## src/rtl/reg_wb_arbiter.sv

```systemverilog
// Two-port register-file write-back arbiter with a load scoreboard.
// Port A is the execute stage, port B the load unit; B write-backs retire pending loads.
module reg_wb_arbiter #(
  parameter int PRIO_MODE = 0
) (
  input  logic        clk,
  input  logic        reset,
  input  logic        a_valid,
  input  logic [4:0]  a_addr,
  input  logic [31:0] a_data,
  output logic        a_ready,
  input  logic        b_valid,
  input  logic [4:0]  b_addr,
  input  logic [31:0] b_data,
  output logic        b_ready,
  input  logic        issue_en,
  input  logic [4:0]  issue_addr,
  input  logic [4:0]  rs1_addr,
  input  logic [4:0]  rs2_addr,
  input  logic        rs1_used,
  input  logic        rs2_used,
  output logic        stall,
  output logic        write_en,
  output logic [4:0]  write_addr,
  output logic [31:0] write_value,
  output logic        any_pending
);

  // last_grant: 0 = A, 1 = B
  logic        last_grant_q, last_grant_d;
  logic        write_en_q, write_en_d;
  logic [4:0]  write_addr_q, write_addr_d;
  logic [31:0] write_value_q, write_value_d;
  logic [31:0] pending_q, pending_d;

  logic        grant_a, grant_b, xfer;
  logic [4:0]  sel_addr;
  logic [31:0] sel_data;

  always_comb begin
    grant_a = 1'b0;
    grant_b = 1'b0;
    if (!reset) begin
      if (a_valid && b_valid) begin
        if (PRIO_MODE == 1 || !last_grant_q) grant_b = 1'b1;
        else                                 grant_a = 1'b1;
      end else begin
        grant_a = a_valid;
        grant_b = b_valid;
      end
    end
  end

  assign xfer     = grant_a | grant_b;
  assign sel_addr = grant_b ? b_addr : a_addr;
  assign sel_data = grant_b ? b_data : a_data;

  always_comb begin
    last_grant_d  = xfer ? grant_b : last_grant_q;
    write_en_d    = xfer && (sel_addr != 5'd0);
    write_addr_d  = xfer ? sel_addr : write_addr_q;
    write_value_d = xfer ? sel_data : write_value_q;
    // Clear before set so a same-cycle issue to the retiring register stays pending.
    pending_d = pending_q;
    if (grant_b) pending_d[b_addr] = 1'b0;
    if (issue_en && issue_addr != 5'd0) pending_d[issue_addr] = 1'b1;
  end

  always_ff @(posedge clk) begin
    if (reset) begin
      last_grant_q  <= 1'b0;
      write_en_q    <= 1'b0;
      write_addr_q  <= 5'd0;
      write_value_q <= 32'd0;
      pending_q     <= 32'd0;
    end else begin
      last_grant_q  <= last_grant_d;
      write_en_q    <= write_en_d;
      write_addr_q  <= write_addr_d;
      write_value_q <= write_value_d;
      pending_q     <= pending_d;
    end
  end

  assign a_ready     = grant_a;
  assign b_ready     = grant_b;
  assign stall       = (rs1_used && pending_q[rs1_addr]) || (rs2_used && pending_q[rs2_addr]);
  assign any_pending = |pending_q;
  assign write_en    = write_en_q;
  assign write_addr  = write_addr_q;
  assign write_value = write_value_q;

endmodule

```

## config.mk

```make
export PLATFORM = sky130hd
export DESIGN_NAME = reg_wb_arbiter
export DESIGN_NICKNAME = d
export VERILOG_FILES = /design/src/rtl/reg_wb_arbiter.sv
export SDC_FILE = /design/constraint.sdc
export NUM_CORES = 1
export LEC_CHECK = 0
export ABC_AREA = 1
export CORE_MARGIN = 1.5
export CORE_UTILIZATION = 35
export DETAILED_ROUTE_END_ITERATION = 10
export GPL_TIMING_DRIVEN = 0
export PLACE_DENSITY = 0.66
export SLEW_MARGIN = 5
export SYNTH_ARGS = -nofsm -noshare
export SYNTH_HDL_FRONTEND = slang
export SYNTH_SLANG_ARGS = --single-unit
```

## constraint.sdc

```tcl
create_clock -name clk -period 2.3 [get_ports clk]
set_clock_uncertainty 0.1 [all_clocks]
set_input_delay 0.23 -clock clk [delete_from_list [all_inputs] [get_ports clk]]
set_output_delay 0.23 -clock clk [all_outputs]
set_load 0.01 [all_outputs]
```

==> impl_metrics.csv <==
group,metric,value,unit
power,powerDensity,579,mW/mm^2
grt,gr-usage-all-layers,0.234,
run,max_cap_violations,0,
worst_setup_path,arrival,1.89,ns
synthesis,synth_compound_area_frac,0.170,
cells_and_area,final_cell_mix,"nand2_1, clkdlybuf4s50_1, nand3_1",
power,ir_worst_vdd,0.274,mV
synthesis,ys_types,25,
synthesis,ys.warnings.count,0,
sta,setup-violations-final,0,
worst_setup_path,cp-end-kind,"primary output",
sta,fmaxAchievable,450,MHz
drt,dr_total_vias,4344,
synthesis,ys_seq_area_frac,0.390,
drt,avgRoutedWirePerCell,15.4,um
worst_setup_path,crit_chain,"clkdlybuf4s50_1 > inv_4 > nand3_4 > inv_4 > buf_6 > buf_6 > clkdlybuf4s50_1",
die,die_x,105,um
drt,initialDrtViolationCount,251,
cells_and_area,layout_commonest_cell,"nand2_1",
status,status,"finished, final reports clean",
sta,report.final.slew_viol_count,0,
clock_tree,cts_tree,"done",
synthesis,synth_nets,643,
grt,antenna_found_initial,1,
clock_tree,cts.clk_slew.worst_paths,0.07,ns
worst_setup_path,critPathKind,"in2out",
worst_setup_path,critPathRequiredTime,1.97,ns
synthesis,syn_area,0.00364,mm^2
cells_and_area,design_area,0.00549,mm^2
cells_and_area,seqCellArea,0.00146,mm^2
clock_tree,clk-insertion-delay-late,0.34,ns
cells_and_area,drive_gt1_frac,0.119,
drt,drt-total-wl,12.8,mm
clock_tree,cts_max_level,3,
worst_setup_path,r2r_slack,0.67,ns
grt,grt_remaining_overflow,0,
grt,grt_max_degree,13,
sta,holdWs,0.261,ns
cells_and_area,syn_to_final_growth,50.7,%
grt,grt_pass1_wl,20.8,mm
hold_path,min-delay-start,"a_valid",
die,row_count,37,
placed_design,gp_congestion,0.925,
worst_setup_path,reg2reg_to,"pending_q[17]",
die,top_level_ports,138,
sta,period_share,0.966,
placed_design,place_area,0.00514,mm^2
drt,ant_nets,0,
synthesis,synthMuxAreaShare,0,
synthesis,synth_fa_ha_area_frac,0,
grt,grt_pass1_vias,4368,
placed_design,hpwl,9.93,mm
worst_setup_path,crit_path_max_incr_delay,0.54,ns
clock_tree,cts.sinks,71,
worst_setup_path,reg2reg_depth,6,
sta,rsz0062_at_grt,"no",
synthesis,syn_area_per_cell,6.66,um^2
worst_setup_path,worstSetupStartpointType,"input pin",
cells_and_area,finalNetCount,788,
drt,drc,0,
clock_tree,clockBufferDepth,2,
worst_setup_path,r2r_start,"last_grant_q",
die,die_y,105,um
drt,via_per_inst,5.21,
drt,drt_pass1_iterations,5,
synthesis,netlist_instances,547,
synthesis,synthXorXnorAreaFrac,0,
sta,period_needed,2.22,ns
die,start_util,0.356,
clock_tree,cts_made_buffers,9,
sta,slew_headroom,0.367,
hold_path,hp-class,"in2reg",
power,power_leakage,2.03,nW
die,dieArea,0.0110,mm^2
clock_tree,ctsHoldBuffers,0,
worst_setup_path,slowest_stage,"clkdlybuf4s50_1",
hold_path,hold_depth,4,
worst_setup_path,path_max_fanout,10,
synthesis,synth_top_family_by_area,"simple AND/OR/NAND/NOR gates",
synthesis,yosys.area_share.simple,0.367,
power,power,3.18,mW
hold_path,min_to,"last_grant_q",
cells_and_area,n_fill_cell,986,
synthesis,synth_seq_cells,71,
placed_design,portBuffers,133,
sta,tightestPinTransition,0.942,ns
die,core,0.0102,mm^2
clock_tree,cts_root_buf,"clkbuf_8",
cells_and_area,multi_input_area,0.00199,mm^2
sta,finalHoldViolCount,0,
==> synth_stat cells <==
cell type	instances	area, um^2
a21oi_1	35	175
a31oi_1	33	206
buf_2	8	40.0
buf_4	2	15.0
buf_6	8	90.1
clkbuf_1	7	26.3
clkinv_4	1	8.76
dfxtp_1	71	1420
inv_1	18	67.6
inv_2	5	18.8
nand2_1	219	822
nand2_4	1	11.3
nand3_1	63	315
nand3_4	1	17.5
nand3b_1	1	7.51
nand4_1	2	12.5
nor2_1	9	33.8
nor3_1	10	50.1
nor3_2	1	10.0
nor4_1	8	50.1
o211ai_4	1	21.3
o21ai_0	40	200
o21ai_1	1	5.00
o21bai_2	1	11.3
or2_2	1	6.26
==> power breakdown <==
| group | switching (mW) | leakage, nW | internal, mW | total [mW] |
|---|---|---|---|---|
| sequential | 0.0369 | 0.594 | 1.28 | 1.32 |
| combinational | 0.297 | 1.32 | 0.337 | 0.635 |
| clock | 0.476 | 0.119 | 0.746 | 1.22 |
==> worst max-delay path, delay by kind of cell <==
| family | cells | cell delay, ns |
|---|---|---|
| buf+inv | 6 | 1.53 |
| simple gates | 1 | 0.13 |
==> what timing repair did <==
action | CTS | global route
cloned | 0 | 0
pin swaps | 0 | 2
setup endpoints to repair | 4 | 4
gates resized for setup | 4 | 42
setup buffers | 0 | 1
==> sequential cells by signal (all words and copies together), names as in the netlist <==
signal	cells
write_addr	5
write_value	32
write_en	1
last_grant_q	1
pending_q	32
==> metrics by stage <==
stage          setup WS, ns  cells  utilization  TNS, ns
2_1_floorplan         0.879    547            -        0
3_3_place_gp       -0.00695    816        0.503  -0.0127
3_5_place_dp       -0.00690    816        0.503  -0.0111
4_1_cts              0.0156    831        0.528        0
5_1_grt             0.00149    833        0.537        0
6_report             0.0771    833        0.537        0
==> per-layer routing <==
metal,vias to the layer above,track usage,share of wire
li1,2149,-,-
met1,1974,0.280,0.41
met2,197,0.390,0.46
met3,24,0.0661,0.098
met4,0,0.105,0.028
met5,-,0,0
==> worst max path at each step <==
stage	startpoint	end	slack, ns	cells past startpoint
6_report	reset	b_ready	0.08	7
4_1_cts	reset	b_ready	0.02	7
3_5_place_dp	reset	b_ready	-0.007	7
3_3_place_gp	reset	a_ready	-0.007	6
2_1_floorplan	rs2_addr[0]	stall	0.88	11
5_1_grt	pending_q[0]	stall	0.001	9
==> cells by family after synthesis <==
family	Yosys count
AO/OA/AOI/OAI	111
buffers and inverters	49
flip-flops	71
AND/OR/NAND/NOR	316
==> layout make-up <==
| class | count | share of cell area |
|---|---|---|
| sequential | 71 | 0.266 |
| tap | 136 | 0.0310 |
| clock inverter | 5 | 0.0194 |
| multi-input combinational | 427 | 0.362 |
| antenna | 1 | 0.000456 |
| clock buffer | 10 | 0.0251 |
| inverter | 24 | 0.0182 |
| timing repair buffer | 134 | 0.245 |
| buffer | 25 | 0.0321 |
Note: power is estimated with default switching activity, not from simulation.
